--- src/rtl/peripheral_apb4_master_pkg.sv ---
// ============================================================================
// Module : peripheral_apb4_master_pkg
// Brief  : Shared types and constants for the APB4 master.
// Rev    : 1.0  initial release
// ============================================================================
`default_nettype none

package peripheral_apb4_master_pkg;

    typedef enum logic [1:0] {
        IDLE   = 2'd0,
        SETUP  = 2'd1,
        ACCESS = 2'd2,
        RESP   = 2'd3
    } state_t;

    // Bit positions within PPROT
    localparam int PROT_PRIV  = 0;
    localparam int PROT_NSEC  = 1;
    localparam int PROT_INSTR = 2;

endpackage

`default_nettype wire

--- src/rtl/peripheral_apb4_master_if.sv ---
// ============================================================================
// Module : peripheral_apb4_master_if
// Brief  : Request/response and APB4 bus bundle for the APB4 master.
// Rev    : 1.0  initial release
// ============================================================================
`default_nettype none

interface peripheral_apb4_master_if #(
    parameter int PDATA_SIZE = 32,
    parameter int PADDR_SIZE = 16
);
    logic                      req_valid;
    logic                      req_ready;
    logic [PADDR_SIZE-1:0]     req_addr;
    logic                      req_write;
    logic [PDATA_SIZE-1:0]     req_wdata;
    logic [PDATA_SIZE/8-1:0]   req_strb;
    logic [2:0]                req_prot;

    logic                      rsp_valid;
    logic                      rsp_ready;
    logic [PDATA_SIZE-1:0]     rsp_rdata;
    logic                      rsp_err;

    logic                      PSEL;
    logic                      PENABLE;
    logic [PADDR_SIZE-1:0]     PADDR;
    logic                      PWRITE;
    logic [PDATA_SIZE-1:0]     PWDATA;
    logic [PDATA_SIZE/8-1:0]   PSTRB;
    logic [2:0]                PPROT;
    logic [PDATA_SIZE-1:0]     PRDATA;
    logic                      PREADY;
    logic                      PSLVERR;

    modport master (
        input  req_valid, req_addr, req_write, req_wdata, req_strb, req_prot,
        output req_ready,
        output rsp_valid, rsp_rdata, rsp_err,
        input  rsp_ready,
        output PSEL, PENABLE, PADDR, PWRITE, PWDATA, PSTRB, PPROT,
        input  PRDATA, PREADY, PSLVERR
    );

    modport slave (
        output req_valid, req_addr, req_write, req_wdata, req_strb, req_prot,
        input  req_ready,
        input  rsp_valid, rsp_rdata, rsp_err,
        output rsp_ready,
        input  PSEL, PENABLE, PADDR, PWRITE, PWDATA, PSTRB, PPROT,
        output PRDATA, PREADY, PSLVERR
    );

endinterface

`default_nettype wire

--- src/rtl/peripheral_apb4_master_timeout.sv ---
// ============================================================================
// Module : peripheral_apb4_master_timeout
// Brief  : Saturating wait-state counter; o_expire once TIMEOUT_CYCLES counted.
// Rev    : 1.0  initial release
// ============================================================================
`default_nettype none

module peripheral_apb4_master_timeout #(
    parameter int TIMEOUT_CYCLES = 16
) (
    input  wire logic clk,
    input  wire logic rst,
    input  wire logic i_clear,
    input  wire logic i_enable,
    output logic      o_expire
);

    localparam int              c_CW    = $clog2(TIMEOUT_CYCLES + 1);
    localparam logic [c_CW-1:0] c_LIMIT = c_CW'(TIMEOUT_CYCLES);

    logic [c_CW-1:0] r_count;

    always_ff @(posedge clk) begin
        if (rst || i_clear) begin
            r_count <= '0;
        end else if (i_enable && (r_count != c_LIMIT)) begin
            r_count <= r_count + 1'b1;
        end
    end

    assign o_expire = (r_count == c_LIMIT);

endmodule

`default_nettype wire

--- src/rtl/peripheral_apb4_master.sv ---
// ============================================================================
// Module : peripheral_apb4_master
// Brief  : Valid/ready request/response to APB4 SETUP/ACCESS initiator.
//          Optional ACCESS timeout enabled by `define APB4_MASTER_TIMEOUT_EN.
// Rev    : 1.0  initial release
// ============================================================================
`default_nettype none

module peripheral_apb4_master
    import peripheral_apb4_master_pkg::*;
#(
    parameter int PDATA_SIZE     = 32,
    parameter int PADDR_SIZE     = 16,
    parameter int TIMEOUT_CYCLES = 16
) (
    input  wire logic                PCLK,
    input  wire logic                PRESET,
    peripheral_apb4_master_if.master bus
);

    if (((PDATA_SIZE % 8) != 0) || (TIMEOUT_CYCLES < 1)) begin : g_param_check
        $error("peripheral_apb4_master: invalid PDATA_SIZE or TIMEOUT_CYCLES");
    end

    state_t                  r_state;
    logic                    r_psel;
    logic                    r_penable;
    logic                    r_pwrite;
    logic [PADDR_SIZE-1:0]   r_paddr;
    logic [PDATA_SIZE-1:0]   r_pwdata;
    logic [PDATA_SIZE/8-1:0] r_pstrb;
    logic [2:0]              r_pprot;
    logic                    r_rsp_valid;
    logic [PDATA_SIZE-1:0]   r_rsp_rdata;
    logic                    r_rsp_err;

    state_t                  w_state_nxt;
    logic                    w_psel_nxt;
    logic                    w_penable_nxt;
    logic                    w_pwrite_nxt;
    logic [PADDR_SIZE-1:0]   w_paddr_nxt;
    logic [PDATA_SIZE-1:0]   w_pwdata_nxt;
    logic [PDATA_SIZE/8-1:0] w_pstrb_nxt;
    logic [2:0]              w_pprot_nxt;
    logic                    w_rsp_valid_nxt;
    logic [PDATA_SIZE-1:0]   w_rsp_rdata_nxt;
    logic                    w_rsp_err_nxt;

    logic                    w_req_ready;
    logic                    w_accept;
    logic                    w_timeout;

`ifdef APB4_MASTER_TIMEOUT_EN
    logic w_expire;

    // Counter is cleared during SETUP so it starts at zero on ACCESS entry
    peripheral_apb4_master_timeout #(
        .TIMEOUT_CYCLES (TIMEOUT_CYCLES)
    ) u_timeout (
        .clk      (PCLK),
        .rst      (PRESET),
        .i_clear  (r_state == SETUP),
        .i_enable ((r_state == ACCESS) && !bus.PREADY),
        .o_expire (w_expire)
    );

    assign w_timeout = w_expire;
`else
    assign w_timeout = 1'b0;
`endif

    assign w_req_ready = (r_state == IDLE) || ((r_state == RESP) && bus.rsp_ready);
    assign w_accept    = bus.req_valid && w_req_ready;

    always_comb begin
        w_state_nxt     = r_state;
        w_psel_nxt      = r_psel;
        w_penable_nxt   = r_penable;
        w_pwrite_nxt    = r_pwrite;
        w_paddr_nxt     = r_paddr;
        w_pwdata_nxt    = r_pwdata;
        w_pstrb_nxt     = r_pstrb;
        w_pprot_nxt     = r_pprot;
        w_rsp_valid_nxt = r_rsp_valid;
        w_rsp_rdata_nxt = r_rsp_rdata;
        w_rsp_err_nxt   = r_rsp_err;

        case (r_state)
            IDLE: begin
                w_state_nxt = IDLE;
            end
            SETUP: begin
                w_state_nxt   = ACCESS;
                w_penable_nxt = 1'b1;
            end
            ACCESS: begin
                if (bus.PREADY) begin
                    w_state_nxt     = RESP;
                    w_psel_nxt      = 1'b0;
                    w_penable_nxt   = 1'b0;
                    w_rsp_valid_nxt = 1'b1;
                    w_rsp_rdata_nxt = r_pwrite ? '0 : bus.PRDATA;
                    w_rsp_err_nxt   = bus.PSLVERR;
                end else if (w_timeout) begin
                    w_state_nxt     = RESP;
                    w_psel_nxt      = 1'b0;
                    w_penable_nxt   = 1'b0;
                    w_rsp_valid_nxt = 1'b1;
                    w_rsp_rdata_nxt = '0;
                    w_rsp_err_nxt   = 1'b1;
                end
            end
            RESP: begin
                if (bus.rsp_ready) begin
                    w_state_nxt     = IDLE;
                    w_rsp_valid_nxt = 1'b0;
                end
            end
            default: begin
                w_state_nxt = IDLE;
            end
        endcase

        // Acceptance is only possible from IDLE or a consumed RESP
        if (w_accept) begin
            w_state_nxt   = SETUP;
            w_psel_nxt    = 1'b1;
            w_penable_nxt = 1'b0;
            w_paddr_nxt   = bus.req_addr;
            w_pwrite_nxt  = bus.req_write;
            w_pprot_nxt   = bus.req_prot;
            w_pstrb_nxt   = bus.req_write ? bus.req_strb : '0;
            if (bus.req_write) begin
                w_pwdata_nxt = bus.req_wdata;
            end
        end
    end

    always_ff @(posedge PCLK) begin
        if (PRESET) begin
            r_state     <= IDLE;
            r_psel      <= 1'b0;
            r_penable   <= 1'b0;
            r_pwrite    <= 1'b0;
            r_paddr     <= '0;
            r_pwdata    <= '0;
            r_pstrb     <= '0;
            r_pprot     <= '0;
            r_rsp_valid <= 1'b0;
            r_rsp_rdata <= '0;
            r_rsp_err   <= 1'b0;
        end else begin
            r_state     <= w_state_nxt;
            r_psel      <= w_psel_nxt;
            r_penable   <= w_penable_nxt;
            r_pwrite    <= w_pwrite_nxt;
            r_paddr     <= w_paddr_nxt;
            r_pwdata    <= w_pwdata_nxt;
            r_pstrb     <= w_pstrb_nxt;
            r_pprot     <= w_pprot_nxt;
            r_rsp_valid <= w_rsp_valid_nxt;
            r_rsp_rdata <= w_rsp_rdata_nxt;
            r_rsp_err   <= w_rsp_err_nxt;
        end
    end

    assign bus.req_ready = w_req_ready;
    assign bus.rsp_valid = r_rsp_valid;
    assign bus.rsp_rdata = r_rsp_rdata;
    assign bus.rsp_err   = r_rsp_err;
    assign bus.PSEL      = r_psel;
    assign bus.PENABLE   = r_penable;
    assign bus.PADDR     = r_paddr;
    assign bus.PWRITE    = r_pwrite;
    assign bus.PWDATA    = r_pwdata;
    assign bus.PSTRB     = r_pstrb;
    assign bus.PPROT     = r_pprot;

endmodule

`default_nettype wire

--- src/flat_wrapper.sv ---
// flat-port wrapper written by rule: the top's interface ports become plain ports
module peripheral_apb4_master_flat import peripheral_apb4_master_pkg::*;
#(
    parameter int PDATA_SIZE     = 32,
    parameter int PADDR_SIZE     = 16,
    parameter int TIMEOUT_CYCLES = 16
)
  (PCLK, PRESET, bus_req_valid, bus_req_addr, bus_req_write, bus_req_wdata, bus_req_strb, bus_req_prot, bus_req_ready, bus_rsp_valid, bus_rsp_rdata, bus_rsp_err, bus_rsp_ready, bus_PSEL, bus_PENABLE, bus_PADDR, bus_PWRITE, bus_PWDATA, bus_PSTRB, bus_PPROT, bus_PRDATA, bus_PREADY, bus_PSLVERR);
  peripheral_apb4_master_if #(.PDATA_SIZE(PDATA_SIZE), .PADDR_SIZE(PADDR_SIZE)) bus_i ();
  input  wire logic PCLK;
  input  wire logic PRESET;
  input wire logic [$bits(bus_i.req_valid)-1:0] bus_req_valid;
  input wire logic [$bits(bus_i.req_addr)-1:0] bus_req_addr;
  input wire logic [$bits(bus_i.req_write)-1:0] bus_req_write;
  input wire logic [$bits(bus_i.req_wdata)-1:0] bus_req_wdata;
  input wire logic [$bits(bus_i.req_strb)-1:0] bus_req_strb;
  input wire logic [$bits(bus_i.req_prot)-1:0] bus_req_prot;
  output wire logic [$bits(bus_i.req_ready)-1:0] bus_req_ready;
  output wire logic [$bits(bus_i.rsp_valid)-1:0] bus_rsp_valid;
  output wire logic [$bits(bus_i.rsp_rdata)-1:0] bus_rsp_rdata;
  output wire logic [$bits(bus_i.rsp_err)-1:0] bus_rsp_err;
  input wire logic [$bits(bus_i.rsp_ready)-1:0] bus_rsp_ready;
  output wire logic [$bits(bus_i.PSEL)-1:0] bus_PSEL;
  output wire logic [$bits(bus_i.PENABLE)-1:0] bus_PENABLE;
  output wire logic [$bits(bus_i.PADDR)-1:0] bus_PADDR;
  output wire logic [$bits(bus_i.PWRITE)-1:0] bus_PWRITE;
  output wire logic [$bits(bus_i.PWDATA)-1:0] bus_PWDATA;
  output wire logic [$bits(bus_i.PSTRB)-1:0] bus_PSTRB;
  output wire logic [$bits(bus_i.PPROT)-1:0] bus_PPROT;
  input wire logic [$bits(bus_i.PRDATA)-1:0] bus_PRDATA;
  input wire logic [$bits(bus_i.PREADY)-1:0] bus_PREADY;
  input wire logic [$bits(bus_i.PSLVERR)-1:0] bus_PSLVERR;
  assign bus_i.req_valid = bus_req_valid;
  assign bus_i.req_addr = bus_req_addr;
  assign bus_i.req_write = bus_req_write;
  assign bus_i.req_wdata = bus_req_wdata;
  assign bus_i.req_strb = bus_req_strb;
  assign bus_i.req_prot = bus_req_prot;
  assign bus_req_ready = bus_i.req_ready;
  assign bus_rsp_valid = bus_i.rsp_valid;
  assign bus_rsp_rdata = bus_i.rsp_rdata;
  assign bus_rsp_err = bus_i.rsp_err;
  assign bus_i.rsp_ready = bus_rsp_ready;
  assign bus_PSEL = bus_i.PSEL;
  assign bus_PENABLE = bus_i.PENABLE;
  assign bus_PADDR = bus_i.PADDR;
  assign bus_PWRITE = bus_i.PWRITE;
  assign bus_PWDATA = bus_i.PWDATA;
  assign bus_PSTRB = bus_i.PSTRB;
  assign bus_PPROT = bus_i.PPROT;
  assign bus_i.PRDATA = bus_PRDATA;
  assign bus_i.PREADY = bus_PREADY;
  assign bus_i.PSLVERR = bus_PSLVERR;
  peripheral_apb4_master #(.PDATA_SIZE(PDATA_SIZE), .PADDR_SIZE(PADDR_SIZE), .TIMEOUT_CYCLES(TIMEOUT_CYCLES)) u_core (.PCLK(PCLK), .PRESET(PRESET), .bus(bus_i));
endmodule
--- config.mk ---
export PLATFORM = sky130hd
export DESIGN_NAME = peripheral_apb4_master_flat
export DESIGN_NICKNAME = d
export VERILOG_FILES = /design/src/rtl/peripheral_apb4_master_pkg.sv /design/src/rtl/peripheral_apb4_master_if.sv /design/src/rtl/peripheral_apb4_master_timeout.sv /design/src/rtl/peripheral_apb4_master.sv /design/src/flat_wrapper.sv
export SDC_FILE = /design/constraint.sdc
export NUM_CORES = 1
export LEC_CHECK = 0
export CAP_MARGIN = 20
export CORE_UTILIZATION = 40
export DETAILED_ROUTE_END_ITERATION = 12
export PLACE_DENSITY_LB_ADDON = 0.05
export SLEW_MARGIN = 20
export SYNTH_ARGS = -nofsm -noshare
export SYNTH_HDL_FRONTEND = slang
export SYNTH_SLANG_ARGS = --single-unit
export TNS_END_PERCENT = 50
--- constraint.sdc ---
create_clock -name PCLK -period 1.81 [get_ports PCLK]
set_input_delay 0.362 -clock PCLK [delete_from_list [all_inputs] [get_ports PCLK]]
set_output_delay 0.362 -clock PCLK [all_outputs]
set_load 0.01 [all_outputs]
==> results.py <==
metrics = {
    "global_routing": {
        "met3_usage_pct": 6.38,
        "grt_pass1_wl_um": 17600,
        "grt_util_all_layers_pct": 21.8,
        "use_met1_pct": 26.9,
        "antenna_found_initial": 0,
        "met2_usage_pct": 36.1,
        "grt_pass1_vias": 3630,
        "grt_remaining_overflow": 0,
        "grt_max_degree": 58,
        "top_usage_layer": "met2",
    },
    "power": {
        "pwr-share-seq_pct": 49.9,
        "switchingPower_mw": 1.27,
        "pwr-share-clk_pct": 28.0,
        "power_mw": 4.45,
        "internal_power_mw": 3.18,
        "peakVddDrop_uv": 383,
        "switching_share_pct": 28.5,
        "comb_power_share_pct": 22.1,
        "p_per_area_mw_per_mm2": 739,
        "p_leak_nw": 1.99,
    },
    "clock_network": {
        "cts.htree.levels": 3,
        "cts.sinks": 94,
        "cts_setup_buffers": 0,
        "clk_transition_reported_paths_ps": 90,
        "clock_latency_ps": 360,
        "cts_buffer_depth": 2,
        "numCtsBuffers": 9,
        "cts_tree": "done",
        "cts-root-buf": "clkbuf_8",
    },
    "synth": {
        "postSynthAreaPerCell_um2": 8.89,
        "synth-warning-count": 0,
        "ys_seq_area_share_pct": 48.2,
        "synth_seq_cells": 94,
        "postSynthCellCount": 439,
        "syn_nets": 536,
        "synth.cell_area_mm2": 0.00390,
        "synth_cell_type_count": 30,
    },
    "critical_path": {
        "crit_end": "bus_req_ready",
        "reg2reg_depth": 6,
        "crit_arrival_ps": 1310,
        "worstPathMaxFanout": 3,
        "path_class": "reg -> out",
        "worst-r2r-setup-slack_ps": 230,
        "startpoint_type": "flop",
        "r2r_end": "u_core.bus.PWDATA[6]",
        "crit_path_start": "u_core.r_state[0]",
        "r2r-start": "u_core.r_state[0]",
        "required_ps": 1450,
        "worst_setup_path_end_kind": "output pin",
    },
    "detailed_routing": {
        "drtPass1Iterations": 5,
        "drt-initial-drc-count": 166,
        "drc": 0,
        "wl_um": 11100,
        "postRouteAntennaNets": 0,
        "via_per_inst": 5.13,
        "via_count": 3812,
        "wl_per_cell_um": 15.0,
    },
    "timing": {
        "setup_viol": 0,
        "relSlewSlack_pct": 65.0,
        "hold_viol_final": 0,
        "finalCritPeriodShare_pct": 92.6,
        "tns_ps": 0,
        "clock_skew_ps": 10.1,
        "tightest_slew_ps": 524,
        "timing.hold.ws_ps": 455,
        "slew_viol_final": 0,
        "min_period_ps": 1680,
        "max_freq_mhz": 597,
        "rsz0062_at_grt": "no",
    },
    "die": {
        "rows": 35,
        "dieArea_mm2": 0.0102,
        "initial_core_util_pct": 41.8,
        "die_width_um": 101,
        "ioPinCount": 187,
        "die_h_um": 101,
        "coreArea_mm2": 0.00933,
    },
    "finish": {
        "fillers": 852,
        "final_cell_mix": "clkdlybuf4s50_1 (184), dfxtp_1 (92), a21oi_1 (73)",
        "drive_above_1_share_pct": 13.2,
        "n_antenna_cell": 0,
        "multiInputGateArea_mm2": 0.00175,
        "final_common_cell": "clkdlybuf4s50_1",
        "layout.nets": 706,
        "syn2layout_area_growth_pct": 54.4,
        "final-seq-area_mm2": 0.00188,
    },
    "worst_hold_path": {
        "hold_path_class": "reg -> reg",
        "hold_depth": 2,
        "hp-start": "u_core.bus.rsp_rdata[8]",
    },
    "outcome": {
        "outcome": "finished, final reports clean",
    },
    "job": {
        "max_cap_violations": 0,
    },
    "placed_design": {
        "place_congestion": 0.787,
        "dp_hpwl_um": 7420,
        "port_buffers": 186,
    },
}
## cell type report
| cell class | instances | share of cell area (%) |
|---|---|---|
| clock buffers | 11 | 2.18 |
| inverters | 5 | 0.353 |
| clock inverters | 5 | 0.602 |
| multi-input cells | 295 | 29.0 |
| repair buffers | 204 | 34.0 |
| flip-flops and latches | 94 | 31.3 |
| well taps | 129 | 2.68 |
## logic make-up after synthesis
kind of cell,synth area share [%]
buf+inv,7.41
simple gates,21.2
flops,48.2
compound gates,22.3
fa+ha+maj,0.962
## flip-flops by register name (all words and copies together), names as in the netlist, 2 cells and up
name                  count
u_core.r_state            2
u_core.bus.PPROT          3
u_core.bus.PWDATA        32
u_core.bus.PSTRB          4
u_core.bus.rsp_rdata     32
u_core.bus.PADDR         16
## cells in the mapped netlist (all sizes together)
library cell  number  share of area (%)
a211oi             1               0.19
a21oi             94                 14
and2               2               0.32
and2b              1               0.19
buf               26                5.0
clkbuf            19                1.9
dfxtp             94                 48
ha                 3               0.96
inv                5               0.55
nand2             40                3.8
nand2b             1               0.16
nand3             51                9.1
nand3b            33                6.3
nand4              4               0.64
nor2               1              0.096
nor2b              2               0.32
nor3               1               0.13
o21ai             58                7.4
o21bai             2               0.38
o22ai              1               0.16
## how the worst min path moves through the flow
stage                                    end  slack, ps
global placement    u_core.bus.rsp_rdata[23]        440
finish               u_core.bus.rsp_rdata[8]        450
CTS                 u_core.bus.rsp_rdata[23]        460
floorplan           u_core.bus.rsp_rdata[10]        480
global route         u_core.bus.rsp_rdata[8]        470
detailed placement  u_core.bus.rsp_rdata[23]        440
## layer usage
layer  vias to the layer above  wire length, µm  part of all wire [%]
met5                         -                0                     0
met4                         0              162                   1.5
met3                        14              831                   7.5
met2                       132             5280                    47
met1                      1794             4870                    44
li1                       1872                -                     -
## per-stage QoR
step | utilization (%) | worst slack (ps) | instance area, µm² | std cells
final | 64.6 | 134 | 6030 | 743
after global routing | 64.6 | 53.4 | 6030 | 743
after CTS | 64.5 | 8.60 | 6020 | 743
after detailed placement | 62.7 | -280 | 5850 | 727
after global placement | 62.7 | -246 | 5850 | 727
after floorplan | - | 359 | 3900 | 439
## power groups by stage
| stage | Clock [mW] | Sequential [mW] | Combinational [mW] |
|---|---|---|---|
| finish | 1.24 | 2.22 | 0.985 |
| global route | 1.36 | 2.24 | 1.06 |
| CTS | 1.29 | 2.22 | 0.988 |
| floorplan | 0 | 2.31 | 0.451 |
| global placement | 0 | 2.26 | 0.975 |
| detailed placement | 0 | 2.27 | 0.983 |
## what timing repair did
item | CTS | global route
hold buffers | 0 | 0
resized for setup | 5 | 5
endpoints found under the hold margin | 0 | 0
endpoints found under the setup margin | 1 | 55
pin swaps | 0 | 1
## critical path, stage by stage (launching register included)
cell and delay, ps:
dfxtp_2 360, inv_1 60, ha_2 190, a21oi_4 150
inv_4 60, buf_2 140
Power figures use the tool's default switching activity.
